**src/rtl/aes128_req_sequencer.sv**
```systemverilog
// Request sequencer in front of aes128_core: buffers tagged requests, launches them one at a time,
// returns tagged results. Define AES_SEQ_TIMEOUT_EN to add a WAIT-state timeout with error response.
module aes128_req_sequencer #(
    parameter int unsigned DEPTH          = 4,
    parameter int unsigned TAG_W          = 4,
    parameter int unsigned TIMEOUT_CYCLES = 64
) (
    input  logic                       clk,
    input  logic                       rst_n,
    input  logic                       req_valid_i,
    output logic                       req_ready_o,
    input  logic                       req_op_i,
    input  logic [127:0]               req_key_i,
    input  logic [127:0]               req_text_i,
    input  logic [TAG_W-1:0]           req_tag_i,
    output logic                       rsp_valid_o,
    input  logic                       rsp_ready_i,
    output logic [127:0]               rsp_text_o,
    output logic [TAG_W-1:0]           rsp_tag_o,
    output logic                       rsp_op_o,
    output logic                       rsp_err_o,
    output logic                       core_start_enc_o,
    output logic                       core_start_dec_o,
    output logic [127:0]               core_key_o,
    output logic [127:0]               core_text_o,
    input  logic                       core_ready_i,
    input  logic                       core_done_i,
    input  logic [127:0]               core_text_i,
    output logic                       busy_o,
    output logic [$clog2(DEPTH):0]     fifo_count_o
);

    localparam int unsigned AW = $clog2(DEPTH);
    localparam int unsigned CW = AW + 1;
    localparam logic [CW-1:0] FULL_COUNT = CW'(DEPTH);

    typedef enum logic [1:0] {StIdle, StWait, StResp} state_e;

    state_e            state;
    logic [AW-1:0]     wr_ptr;
    logic [AW-1:0]     rd_ptr;
    logic [CW-1:0]     count;
    logic [CW-1:0]     count_next;
    logic              push;
    logic              pop;
    logic [TAG_W-1:0]  launch_tag;
    logic              launch_op;

    logic              mem_op   [DEPTH];
    logic [127:0]      mem_key  [DEPTH];
    logic [127:0]      mem_text [DEPTH];
    logic [TAG_W-1:0]  mem_tag  [DEPTH];

    assign push = req_valid_i && req_ready_o;
    assign pop  = (state == StIdle) && (count != '0) && core_ready_i;

    always_comb begin
        count_next = count;
        if (push && !pop) begin
            count_next = count + CW'(1);
        end else if (pop && !push) begin
            count_next = count - CW'(1);
        end
    end

    // Ready is registered from the next occupancy, so a same-cycle pop never frees a full FIFO.
    always_ff @(posedge clk or negedge rst_n) begin
        if (!rst_n) begin
            wr_ptr      <= '0;
            rd_ptr      <= '0;
            count       <= '0;
            req_ready_o <= 1'b0;
        end else begin
            if (push) begin
                wr_ptr <= wr_ptr + AW'(1);
            end
            if (pop) begin
                rd_ptr <= rd_ptr + AW'(1);
            end
            count       <= count_next;
            req_ready_o <= (count_next != FULL_COUNT);
        end
    end

    always_ff @(posedge clk) begin
        if (push) begin
            mem_op[wr_ptr]   <= req_op_i;
            mem_key[wr_ptr]  <= req_key_i;
            mem_text[wr_ptr] <= req_text_i;
            mem_tag[wr_ptr]  <= req_tag_i;
        end
    end

`ifdef AES_SEQ_TIMEOUT_EN
    localparam int unsigned TW = $clog2(TIMEOUT_CYCLES + 1);
    logic [TW-1:0] timer;
`else
    logic unused_timeout;
    assign unused_timeout = ^TIMEOUT_CYCLES;
    assign rsp_err_o = 1'b0;
`endif

    always_ff @(posedge clk or negedge rst_n) begin
        if (!rst_n) begin
            state            <= StIdle;
            core_start_enc_o <= 1'b0;
            core_start_dec_o <= 1'b0;
            core_key_o       <= '0;
            core_text_o      <= '0;
            launch_tag       <= '0;
            launch_op        <= 1'b0;
            rsp_valid_o      <= 1'b0;
            rsp_text_o       <= '0;
            rsp_tag_o        <= '0;
            rsp_op_o         <= 1'b0;
`ifdef AES_SEQ_TIMEOUT_EN
            rsp_err_o        <= 1'b0;
            timer            <= '0;
`endif
        end else begin
            core_start_enc_o <= 1'b0;
            core_start_dec_o <= 1'b0;
            unique case (state)
                StIdle: begin
                    if (pop) begin
                        core_key_o       <= mem_key[rd_ptr];
                        core_text_o      <= mem_text[rd_ptr];
                        launch_tag       <= mem_tag[rd_ptr];
                        launch_op        <= mem_op[rd_ptr];
                        core_start_enc_o <= !mem_op[rd_ptr];
                        core_start_dec_o <= mem_op[rd_ptr];
                        state            <= StWait;
`ifdef AES_SEQ_TIMEOUT_EN
                        timer            <= '0;
`endif
                    end
                end
                StWait: begin
                    // core_ready_i is deliberately ignored here; it may still lag high after a start.
                    if (core_done_i) begin
                        rsp_text_o  <= core_text_i;
                        rsp_tag_o   <= launch_tag;
                        rsp_op_o    <= launch_op;
                        rsp_valid_o <= 1'b1;
                        state       <= StResp;
`ifdef AES_SEQ_TIMEOUT_EN
                        rsp_err_o   <= 1'b0;
                    end else if (timer == TW'(TIMEOUT_CYCLES - 1)) begin
                        rsp_text_o  <= '0;
                        rsp_tag_o   <= launch_tag;
                        rsp_op_o    <= launch_op;
                        rsp_valid_o <= 1'b1;
                        rsp_err_o   <= 1'b1;
                        state       <= StResp;
                    end else begin
                        timer       <= timer + TW'(1);
`endif
                    end
                end
                StResp: begin
                    if (rsp_ready_i) begin
                        rsp_valid_o <= 1'b0;
                        state       <= StIdle;
                    end
                end
                default: state <= StIdle;
            endcase
        end
    end

    assign busy_o       = (state != StIdle) || (count != '0);
    assign fifo_count_o = count;

endmodule

```
**config.mk**
```make
export PLATFORM = sky130hd
export DESIGN_NAME = aes128_req_sequencer
export DESIGN_NICKNAME = d
export VERILOG_FILES = /design/src/rtl/aes128_req_sequencer.sv
export SDC_FILE = /design/constraint.sdc
export NUM_CORES = 1
export LEC_CHECK = 0
export BUFFER_PORTS_ARGS = -buffer_cell sky130_fd_sc_hd__buf_2
export CAP_MARGIN = 20
export CORE_MARGIN = 8
export CORE_UTILIZATION = 43
export CTS_CLUSTER_DIAMETER = 50
export DETAILED_ROUTE_END_ITERATION = 8
export GPL_TIMING_DRIVEN = 1
export PLACE_DENSITY_LB_ADDON = 0.1
export SLEW_MARGIN = 20
export SYNTH_ARGS = -nofsm -noshare
export SYNTH_HDL_FRONTEND = slang
export SYNTH_SLANG_ARGS = --single-unit
```
**constraint.sdc**
```tcl
create_clock -name clk -period 9 [get_ports clk]
set_input_delay 0.45 -clock clk [delete_from_list [all_inputs] [get_ports clk]]
set_output_delay 0.45 -clock clk [all_outputs]
set_load 0.05 [all_outputs]
```
==> flow_summary_export.csv, run 1 <==
group,metric,value,unit
global_routing,grt_pass1_vias,31426,
cells_and_area,layout_commonest_cell,"edfxtp_1",
setup_path,worstPathBufferInverterCount,3,
synth,syn-num-nets,3221,
cells_and_area,fillers,9704,
setup_path,path_cells,"inv_1 -> ha_1 -> and3_4 -> buf_4 -> buf_4",
cts,insertion_delay,0.73,ns
timing,fmaxAchievable,306,MHz
pwr,p_leak,26.8,nW
floorplan,die_h,367,um
cts,clk_path_buf_depth,3,
synth,syn_area_per_cell,18.8,um2
timing,tns,0,ns
placed_design,dp.cells,5130,
timing,post-route-period-util,0.364,
timing,fin_ws,5.73,ns
global_routing,grt_overflow,0,
placed_design,gp_congestion,0.885,
cts,cts_root_buf,"clkbuf_16",
pwr,finalPower,25.5,mW
setup_path,crit_type,"reg2reg",
drt,drc,0,
setup_path,path_max_fanout,54,
setup_path,cp_common_cell,"buf_4",
outcome,status,"finished, final reports clean",
setup_path,reg2reg_slack,5.73,ns
drt,ant_nets,0,
placed_design,io_buffers,791,
placed_design,dp_hpwl,87700,um
floorplan,dieArea,135000,um2
pwr,vdd_drop_max,318,uV
drt,routedWlPerCell,24.3,um
cts,cts_sinks,1451,
floorplan,die_x,367,um
floorplan,rows,128,
timing,rsz0062_at_grt,"no",
cts,cts_tree,"done",
cts,numCtsBuffers,161,
cts,cts.clk_slew.worst_paths,0.06,ns
timing,max_slew.worst_pin.slew,1.12,ns
floorplan,io-pin-count,793,
cells_and_area,stdcell_count,5843,
timing,min_period,3.27,ns
flow_run,maxCapViolations,0,
min_path,worstHoldPathType,"in2async",
cells_and_area,synthToLayoutAreaGrowth,28.1,%
timing,setup_viol,0,
floorplan,core_area,122000,um2
synth,ys_warn_count,0,
setup_path,crit_arrival,3.62,ns
setup_path,cp_slowest_cell,"buf_4",
drt,firstDrtPassIters,5,
global_routing,grt_antenna_before_repair,35,
synth,syn_inst,2819,
timing,final_max_slew_viol_count,0,
drt,routed_via_density,5.02,
cts,htree_levels,4,
floorplan,start_util,0.434,
cells_and_area,drive_above_1_share,0.341,
drt,dr_total_vias,29343,
synth,synth_area,53000,um2
synth,synth_seq_cells,1451,
drt,totalWireLength,142000,um
setup_path,worstPathRequired,9.35,ns
timing,hold_viol,0,
timing,max_slew_margin,0.255,
setup_path,critical_path.top_delay_family,"buffers and inverters",
drt,drtIter0Drc,1781,
setup_path,reg2reg_from,"wr_ptr[1]$_DFFE_PN0P_",
setup_path,endpoint_kind,"flip-flop",
timing,skew,0.0218,ns
cells_and_area,num-nets-final,4463,
synth,synth_seq_area_share,0.784,
cells_and_area,final_cell_mix,"1,044 x edfxtp_1, 790 x buf_2, 785 x nand2_1",
pwr,power.density,375,nW/um2
setup_path,start_kind,"flip-flop",
cts,cts.repair.resized,0,
placed_design,place_ws,5.59,ns
setup_path,slowest_delay,0.78,ns
synth,synth_cell_types,31,
setup_path,cp-startpoint,"wr_ptr[1]$_DFFE_PN0P_",
global_routing,track_usage,0.207,
global_routing,grt_pass1_wl,210000,um
global_routing,grt_max_degree,161,
==> power by group <==
group,internal [mW],switching [mW]
sequential,9.09,0.764
combinational,2.72,6.49
clock,3.83,2.58
==> path summary, 6_finish.rpt <==
path	cells past startpoint	end
max	5	mem_key[1][116]$_DFFE_PP_
max reg2reg	5	mem_key[1][116]$_DFFE_PP_
max in group asynchronous	4	core_text_o[84]$_DFFE_PN0P_
min reg2reg	2	core_key_o[60]$_DFFE_PN0P_
min	2	core_text_o[43]$_DFFE_PN0P_
min in group clk	4	fifo_count_o[2]$_DFF_PN0_
==> cell type report <==
cell class,count,area (um2),share of cell area
flip-flops and latches,1451,41500,0.612
well taps,1625,2030,0.0300
inverters,5,18.8,0.000276
clock inverters,69,671,0.00988
multi-input cells,1230,10700,0.158
diodes,21,52.6,0.000774
repair buffers,1212,8270,0.122
clock buffers,230,4570,0.0673
==> synth_stat cells (all sizes together) <==
master / instances / area share
a21boi: 1 / 0.00014
a21o: 1 / 0.00014
a21oi: 4 / 0.00038
and2: 2 / 0.00024
and3: 6 / 0.00071
buf: 106 / 0.012
clkbuf: 27 / 0.0019
conb: 1 / 0.000071
dfrtp: 407 / 0.19
edfxtp: 1044 / 0.59
ha: 7 / 0.0017
inv: 5 / 0.00035
maj3: 1 / 0.00019
mux2: 134 / 0.028
mux2i: 2 / 0.00038
mux4: 261 / 0.11
nand2: 786 / 0.056
nand2b: 2 / 0.00024
nand3: 3 / 0.00028
nand3b: 1 / 0.00014
nor2: 2 / 0.00014
nor3b: 1 / 0.00024
nor4b: 1 / 0.00017
o21ai: 6 / 0.00057
o22ai: 1 / 0.00012
or3: 2 / 0.00024
xnor2: 5 / 0.00083
==> cells by family (layout without fill, tap and decap cells) <==
family                   Yosys count  after routing  share of synthesized area
flip-flops                      1451           1451                      0.784
AND/OR/NAND/NOR                  806            806                     0.0581
multiplexers                     397            397                      0.140
buffers and inverters            138           1516                     0.0140
AO/OA/AOI/OAI                     13             13                    0.00135
adder cells (fa/ha/maj)            8              8                    0.00184
XOR/XNOR                           5              5                   0.000827
other                              1             22                  0.0000708
==> per-layer routing <==
metal,vias up,GRT usage,wire length (um)
li1,13078,-,-
met1,15117,0.248,54600
met2,879,0.352,71600
met3,253,0.0639,9880
met4,16,0.0788,5560
met5,-,0,104
==> worst register-to-register path, stage by stage (launching register included) <==
cell and delay [ns]:
dfrtp_1 0.41, inv_1 0.10, ha_1 0.15, and3_4 0.69, buf_4 0.69, buf_4 0.80
==> timing repair <==
action,CTS,global route
setup endpoints to repair,0,0
buffers inserted,0,0
hold endpoints to repair,1244,0
hold buffers,392,0
==> per-stage QoR <==
| stage | util | hold WS, ns | instance area [um2] |
|---|---|---|---|
| final | 0.556 | 0.252 | 67900 |
| after global routing | 0.556 | 0.247 | 67900 |
| after CTS | 0.556 | 0.206 | 67800 |
| after detailed placement | 0.481 | 0.456 | 58600 |
| after global placement | 0.481 | 0.453 | 58600 |
| after floorplan | - | 0.154 | 53000 |
==> state kept, by name (all words and copies together) (netlist names) <==
| register | flops |
|---|---|
| core_start_enc_o | 1 |
| core_start_dec_o | 1 |
| rsp_tag_o | 4 |
| mem_key | 512 |
| rd_ptr | 2 |
| fifo_count_o | 3 |
| rsp_op_o | 1 |
| mem_op | 4 |
| mem_tag | 16 |
| mem_text | 512 |
| launch_tag | 4 |
| core_text_o | 128 |
| rsp_valid_o | 1 |
| launch_op | 1 |
| req_ready_o | 1 |
| state | 2 |
| rsp_text_o | 128 |
| core_key_o | 128 |
| wr_ptr | 2 |
Power figures use the tool's default switching activity.
==> run 2, diff against run 1 <==
- clock period: 9 -> 2.7 ns (I/O delays scaled with it)
==> flow_summary_export.csv, run 2 (same netlist as run 1, synthesis figures left out) <==
group,metric,value,unit
cells_and_area,final_cell_mix,"1,044 x edfxtp_1, 790 x buf_2, 785 x nand2_1",
global_routing,grt_overflow,0,
cells_and_area,layout_commonest_cell,"edfxtp_1",
global_routing,track_usage,0.213,
cells_and_area,fillers,9624,
pwr,vdd_drop_max,1410,uV
cts,cts.clk_slew.worst_paths,0.06,ns
cells_and_area,drive_above_1_share,0.353,
cells_and_area,fin_area,69100,um2
cts,cts.repair.resized,0,
drt,drtIter0Drc,2015,
setup_path,r2r-end,"rsp_text_o[24]$_DFFE_PN0P_",
cells_and_area,num-nets-final,4555,
drt,ant_nets,0,
timing,tns,0,ns
setup_path,start_kind,"flip-flop",
global_routing,grt_pass1_vias,32464,
min_path,worstHoldPathType,"in2reg",
setup_path,path_max_fanout,5,
floorplan,start_util,0.434,
cts,cts_root_buf,"clkbuf_16",
drt,routed_via_density,5.02,
global_routing,grt_max_degree,131,
cts,numCtsBuffers,162,
timing,min_period,2.38,ns
setup_path,crit_type,"reg2out",
drt,routedWlPerCell,24.4,um
setup_path,cp-startpoint,"fifo_count_o[0]$_DFF_PN0_",
timing,hold_viol,0,
pwr,finalPower,86.3,mW
outcome,status,"finished, final reports clean",
floorplan,core_area,122000,um2
floorplan,io-pin-count,793,
pwr,power.density,1250,nW/um2
min_path,hold_end,"mem_text[0][42]$_DFFE_PP_",
cts,clk_path_buf_depth,3,
timing,max_slew.worst_pin.slew,0.943,ns
timing,fin_ws,0.322,ns
timing,final_max_slew_viol_count,0,
setup_path,reg2reg_from,"state[0]$_DFFE_PN0P_",
drt,totalWireLength,145000,um
cts,cts_tree,"done",
setup_path,reg2reg_slack,0.61,ns
cts,cts_sinks,1451,
global_routing,grt_antenna_before_repair,33,
cts,htree_levels,4,
timing,fmaxAchievable,421,MHz
setup_path,endpoint_kind,"primary output",
floorplan,rows,128,
setup_path,worstPathRequired,2.57,ns
timing,setup_viol,0,
min_path,worstHoldStart,"req_text_i[42]",
pwr,p_leak,27.4,nW
flow_run,maxCapViolations,0,
cts,insertion_delay,0.76,ns
cells_and_area,reg_top3,"mem_key: 512 flops, mem_text: 512 flops",
placed_design,io_buffers,791,
placed_design,gp_congestion,0.881,
drt,drc,0,
timing,post-route-period-util,0.881,
placed_design,place_area,59800,um2
setup_path,cp_slowest_cell,"dfrtp_1",
drt,firstDrtPassIters,5,
setup_path,crit_arrival,2.24,ns
placed_design,dp_hpwl,97100,um
cells_and_area,synthToLayoutAreaGrowth,30.3,%
floorplan,die_h,367,um
setup_path,ff2ff_path_depth,3,
timing,max_slew_margin,0.371,
global_routing,grt_pass1_wl,215000,um
floorplan,dieArea,135000,um2
drt,dr_total_vias,29806,
floorplan,die_x,367,um
setup_path,path_cells,"inv_1 -> ha_1 -> nand2b_1 -> or3_1 -> buf_2",
setup_path,slowest_delay,0.43,ns
placed_design,place_ws,0.635,ns
min_path,hold_depth,2,
timing,skew,0.0275,ns
timing,rsz0062_at_grt,"no",
run 2: cell types whose count changed in the layout (fill, tap and decap cells not counted), sizes merged:
| cell | before | now |
|---|---|---|
| dlygate4sd3 | 392 | 396 |
| clkbuf | 230 | 236 |
| diode | 21 | 17 |
| inv | 11 | 17 |
| clkinvlp | 10 | 5 |
| buf | 820 | 907 |
| clkinv | 43 | 38 |
run 2: how the worst max path moves through the flow:
stage | endpoint | cells past startpoint
floorplan | mem_key[0][0]$_DFFE_PP_ | 1
global placement | core_text_o[14]$_DFFE_PN0P_ | 5
detailed placement | core_key_o[18]$_DFFE_PN0P_ | 8
CTS | busy_o | 5
global route | busy_o | 5
finish | busy_o | 5
run 2: critical path, delay by kind of cell (launching register included):
family                   cells  cell delay [ns]
adder cells (fa/ha/maj)      1             0.19
buffers and inverters        2             0.39
flip-flops                   1             0.43
AND/OR/NAND/NOR              2             0.47
run 2: per-layer routing:
| layer | vias up | wire, um | GRT usage |
|---|---|---|---|
| met5 | - | 107 | 0 |
| met4 | 16 | 6470 | 0.0941 |
| met3 | 276 | 9840 | 0.0625 |
| met2 | 897 | 72400 | 0.358 |
| met1 | 15326 | 56000 | 0.253 |
| li1 | 13291 | - | - |
run 2: timing repair:
action	in CTS	in global routing
hold endpoints to repair	1555	0
hold buffers	397	0
setup buffers	0	0
endpoints found under the setup margin	0	0
run 2: cell type report:
type	count	area (um2)	share of cell area
inverters	5	18.8	0.000272
clock inverters	65	671	0.00971
flip-flops and latches	1451	41500	0.602
diodes	17	42.5	0.000616
well taps	1625	2030	0.0294
clock buffers	236	4580	0.0663
multi-input cells	1230	10700	0.155
repair buffers	1303	9440	0.137
run 2: metrics by stage:
step | instances | hold slack, ns | utilization
after CTS | 5915 | 0.0358 | 0.566
final | 5932 | 0.119 | 0.566
after detailed placement | 5217 | 0.163 | 0.490
after global placement | 5217 | 0.164 | 0.490
after floorplan | 2819 | -0.161 | -
after global routing | 5930 | 0.0804 | 0.566
run 2: where the power goes:
part	total, mW	leakage [nW]	switching [mW]	internal, mW
Sequential	33.0	14.5	2.76	30.2
Combinational	31.8	10.4	21.7	10.1
Clock	21.5	2.55	8.74	12.8
